===== src/rtl/vga_timing_gen.sv =====
// vga_timing_gen: VGA raster timing source (x/y, active, syncs, line/frame pulses).
// Define VGA_FRAME_COUNT_EN to add a 16-bit frame_count output.
module vga_timing_gen #(
    parameter int H_ACTIVE  = 640,
    parameter int H_FP      = 16,
    parameter int H_SYNC    = 96,
    parameter int H_BP      = 48,
    parameter int V_ACTIVE  = 480,
    parameter int V_FP      = 10,
    parameter int V_SYNC    = 2,
    parameter int V_BP      = 33,
    parameter bit HSYNC_POL = 1'b0,
    parameter bit VSYNC_POL = 1'b0
) (
    input  logic       clk,
    input  logic       rst,
    input  logic       ena,
    output logic [9:0] x,
    output logic [9:0] y,
    output logic       active,
    output logic       hsync,
    output logic       vsync,
    output logic       line_start,
    output logic       frame_start
`ifdef VGA_FRAME_COUNT_EN
    ,
    output logic [15:0] frame_count
`endif
);
    localparam int H_TOTAL = H_ACTIVE + H_FP + H_SYNC + H_BP;
    localparam int V_TOTAL = V_ACTIVE + V_FP + V_SYNC + V_BP;
    localparam logic [9:0] X_LAST = 10'(H_TOTAL - 1);
    localparam logic [9:0] Y_LAST = 10'(V_TOTAL - 1);
    logic       x_wrap;
    logic       frame_wrap;
    logic       hs_on;
    logic       vs_on;
    logic [9:0] x_n;
    logic [9:0] y_n;
    // Out-of-range counts fall into the wrap terms so a corrupted counter recovers in one step.
    always_comb begin
        x_wrap     = x >= X_LAST;
        x_n        = x_wrap ? '0 : x + 10'd1;
        y_n        = (y > Y_LAST || (x_wrap && y == Y_LAST)) ? '0 : x_wrap ? y + 10'd1 : y;
        frame_wrap = x_wrap && y_n == '0;
        hs_on      = int'(x_n) >= H_ACTIVE + H_FP && int'(x_n) < H_ACTIVE + H_FP + H_SYNC;
        vs_on      = int'(y_n) >= V_ACTIVE + V_FP && int'(y_n) < V_ACTIVE + V_FP + V_SYNC;
    end
    // Decoded outputs are registered from the next counter values so they line up with x/y.
    always_ff @(posedge clk or posedge rst) begin
        if (rst) begin
            x           <= X_LAST;
            y           <= Y_LAST;
            active      <= 1'b0;
            hsync       <= ~HSYNC_POL;
            vsync       <= ~VSYNC_POL;
            line_start  <= 1'b0;
            frame_start <= 1'b0;
        end else begin
            line_start  <= ena && x_wrap;
            frame_start <= ena && frame_wrap;
            if (ena) begin
                x      <= x_n;
                y      <= y_n;
                active <= int'(x_n) < H_ACTIVE && int'(y_n) < V_ACTIVE;
                hsync  <= hs_on ? HSYNC_POL : ~HSYNC_POL;
                vsync  <= vs_on ? VSYNC_POL : ~VSYNC_POL;
            end
        end
    end
`ifdef VGA_FRAME_COUNT_EN
    always_ff @(posedge clk or posedge rst) begin
        if (rst) frame_count <= '0;
        else if (ena && frame_wrap) frame_count <= frame_count + 16'd1;
    end
`endif
endmodule


===== config.mk =====
export PLATFORM = sky130hd
export DESIGN_NAME = vga_timing_gen
export DESIGN_NICKNAME = d
export VERILOG_FILES = /design/src/rtl/vga_timing_gen.sv
export SDC_FILE = /design/constraint.sdc
export NUM_CORES = 1
export LEC_CHECK = 0
export CAP_MARGIN = 15
export CORE_MARGIN = 2
export CORE_UTILIZATION = 52
export CTS_CLUSTER_DIAMETER = 60
export DETAILED_ROUTE_END_ITERATION = 10
export PLACE_DENSITY = 0.84
export SLEW_MARGIN = 20
export SYNTH_ARGS = -nofsm -noshare
export SYNTH_HDL_FRONTEND = slang
export SYNTH_SLANG_ARGS = --single-unit

===== constraint.sdc =====
create_clock -name clk -period 2.65 [get_ports clk]
set_input_delay 0.3975 -clock clk [delete_from_list [all_inputs] [get_ports clk]]
set_output_delay 0.3975 -clock clk [all_outputs]
set_load 0.01 [all_outputs]

==> PnR_summary.wiki <==
{| class="wikitable"
! Metric !! Value
|-
| Outcome || finished, final reports clean
|-
| Sequential cell area || 641 sq um
|-
| Peak clock frequency supported by timing || 419 MHz
|-
| TritonCTS clock tree || yes
|-
| Data arrival time of the critical path || 2.62 ns
|-
| IO Pins || 28
|-
| Static power due to leakage || 0.710 nW
|-
| Worst hold-check slack || 0.396 ns
|-
| Crit-path slowest cell || sky130_fd_sc_hd__dfstp_2
|-
| Syn Area/Cell || 8.83 sq um
|-
| Area share of fa/ha/maj cells after synthesis || 2.32%
|-
| Grt met1 use || 37.3%
|-
| Simple-Gate Fraction of Synth Area || 22.5%
|-
| Fin crit share || 90.1%
|-
| # DRC || 0
|-
| Distinct cell type count after synthesis || 49
|-
| CTS Buf Count || 3
|-
| TritonCTS Sinks || 25
|-
| Routing usage on met3 || 2.81%
|-
| Hold-fix buffers, CTS || 0
|-
| Warnings from Yosys || 0
|-
| Placed wire-length estimate after detailed placement || 2.81 mm
|-
| Total congestion overflow || 0
|-
| # H-tree levels || 1
|-
| Synth-to-Final Area Change || 19.7%
|-
| Final setup violation count || 0
|-
| CP Cell Sequence || ha_1 > a41oi_2 > a21o_1 > nor4_2 > xnor2_1 > nor3_2 > o32ai_1
|-
| Horizontal extent of the die || 59.7 um
|-
| Detailed Route WL || 3.87 mm
|-
| Commonest non-fill, non-tap cells in the layout || sky130_fd_sc_hd__clkdlybuf4s50_1, sky130_fd_sc_hd__nand2_1, sky130_fd_sc_hd__o21ai_0, sky130_fd_sc_hd__nand3_1, sky130_fd_sc_hd__dfrtp_1
|-
| Vertical die dimension || 59.7 um
|-
| Post-route antenna net violation count || 0
|-
| Required time reported for the critical path endpoint || 2.89 ns
|-
| Library cell used as clock root buffer || sky130_fd_sc_hd__clkbuf_4
|-
| Fill cells || 261
|-
| Multi-input gate area || 887 sq um
|-
| Number of buffers added on ports || 27
|-
| Normalized max-slew margin || 67.5%
|-
| Power density relative to cell area || 628 nW/um^2
|-
| Setup slack, reg-to-reg || 0.26 ns
|-
| Global route hottest layer || met2
|-
| Clock latency on the worst-skew pair || 0.32 ns
|-
| Layout cells sized above 1 || 14.4%
|-
| Netlist Area Pre-Place || 1620 sq um
|-
| Post-CTS setup buffer count || 0
|-
| Tmin final || 2.39 ns
|-
| Most common cell after layout, fill and taps aside || sky130_fd_sc_hd__clkdlybuf4s50_1
|-
| Type of the worst setup path || flip-flop to flip-flop
|-
| Core Region || 3000 sq um
|-
| Compound-gate portion of the synthesized area || 23.1%
|-
| Setup repair after global routing missed its margin || no
|-
| Met2 Usage GRT || 37.4%
|-
| Final-layout setup total negative slack || 0 ns
|-
| Largest stage delay, worst path || 0.59 ns
|-
| Pin count of the biggest net entering global routing || 26
|-
| Proportion of synthesized area in mux cells || 2.09%
|-
| Clock transition at the register clock pins on the worst setup and hold paths after CTS || 0.14 ns
|-
| First drt pass iteration count || 4
|-
| Global placement routability congestion || 0.916
|-
| Yosys reg bits || 25
|-
| Peak fanout along the critical path || 12
|-
| Antenna diode count || 0
|-
| Average wire per standard cell || 16.0 um
|-
| Row Count || 20
|-
| DR vias || 1,504
|-
| Global router's overall resource usage || 24.8%
|-
| Slew at the pin closest to its max-slew limit || 0.480 ns
|-
| Primary flip-flop cell chosen by synthesis mapping || sky130_fd_sc_hd__dfrtp_1
|-
| Global-route wire length before repair || 6.82 mm
|-
| Async S/R FF share, synth || 100%
|-
| Initial standard-cell utilization of the core || 53.8%
|-
| Clock tree buffer depth || 2
|-
| Final hold violations || 0
|-
| Die outline area || 3570 sq um
|-
| Fin util || 64.4%
|-
| Number of synthesized flops with an enable pin || 0
|-
| Proportion of synthesized chip area in sequential cells || 39.7%
|-
| Number of gates given a new drive strength after cts || 0
|-
| Average vias per placed instance || 6.24
|-
| Final layout net count || 215
|-
| Endpoint class of the critical path || flip-flop
|-
| Initial antenna violation count || 0
|-
| Gate count after technology mapping || 183
|-
| Post-Syn Nets || 189
|-
| Xor and xnor area share after synthesis || 4.88%
|-
| Total count of max-transition violations in the final report || 0
|-
| Combinational family with the most area after synthesis || compound AO/OA/AOI/OAI gates
|-
| Type of element launching the critical path || flip-flop
|-
| Worst VDD drop || 0.000396 V
|-
| Path type of the worst min-delay path || primary input to asynchronous set/reset pin
|-
| Clock skew || 0.00253 ns
|-
| 1st-iter DRT viols || 62
|-
| Via count of the first global-routing pass || 1,436
|-
| Max-cap violation count || 0
|}
final timing paths:
| check | startpoint | endpoint | depth (start not counted) |
|---|---|---|---|
| max | x[0] | active | 7 |
| min | rst | x[6] | 3 |
| max reg2reg | x[0] | active | 7 |
| min reg2reg | vsync | vsync | 2 |
| max in group asynchronous | rst | y[9] | 3 |
| min in group clk | vsync | vsync | 2 |
area by class of cell:
type                            instances  share of cell area, %
Sequential cell                        25                   33.1
Tap cell                               33                   2.14
Timing Repair Buffer                   31                   15.5
Multi-Input combinational cell        138                   45.9
Clock buffer                            4                   1.36
Inverter                               10                   1.94
cells by family (layout without fill, tap and decap cells):
family / after synthesis / after routing
simple gates: 69 / 69
compound gates: 54 / 54
flops: 25 / 25
buf+inv: 20 / 45
xor+xnor: 9 / 9
fa+ha+maj: 3 / 3
mux: 3 / 3
synthesized netlist by cell type, types with 5 or more instances:
cell / count / area [sq um]
sky130_fd_sc_hd__nand2_1: 24 / 90.1
sky130_fd_sc_hd__dfrtp_1: 13 / 325
sky130_fd_sc_hd__nand3_1: 13 / 65.1
sky130_fd_sc_hd__o21ai_0: 13 / 65.1
sky130_fd_sc_hd__dfstp_2: 12 / 315
sky130_fd_sc_hd__inv_1: 10 / 37.5
sky130_fd_sc_hd__a21oi_1: 7 / 35.0
sky130_fd_sc_hd__nor2_1: 7 / 26.3
sky130_fd_sc_hd__nand4_1: 5 / 31.3
sky130_fd_sc_hd__o21a_1: 5 / 37.5
sky130_fd_sc_hd__xnor2_1: 5 / 43.8
routing by layer:
metal | vias to the layer above | share of wire [%] | routed length [um]
met3 | 7 | 5.1 | 198
met4 | 0 | 1.7 | 66
li1 | 722 | - | -
met5 | - | 0 | 0
met1 | 716 | 47 | 1810
met2 | 59 | 46 | 1800
flip-flops by register name (all words and copies together) (netlist names):
name         count
frame_start      1
active           1
vsync            1
x               10
y               10
hsync            1
line_start       1
where the power goes:
part / switching (mW) / internal (mW) / total [mW] / leakage [nW]
combinational: 0.218 / 0.223 / 0.440 / 0.394
sequential: 0.118 / 0.482 / 0.599 / 0.301
clock: 0.116 / 0.0590 / 0.175 / 0.0150
worst max-delay path: cells and delay by family (launching register included):
family / cells / cell delay (ns)
AOI/OAI and AO/OA: 3 / 0.85
xor gates and xnor gates: 1 / 0.22
DFF: 1 / 0.59
and+or+nand+nor: 2 / 0.38
adders and majority gates: 1 / 0.26
through the flow:
step                cell area [sq um]  std cells  total power, mW  worst slack (ns)
floorplan                        1620        183            0.834             0.582
detailed placement               1910        237             1.04             0.308
finish                           1930        241             1.21             0.263
global route                     1930        241             1.30             0.126
CTS                              1930        241             1.22             0.278
global placement                 1910        237             1.03             0.382
Note: power is estimated with default switching activity, not from simulation.
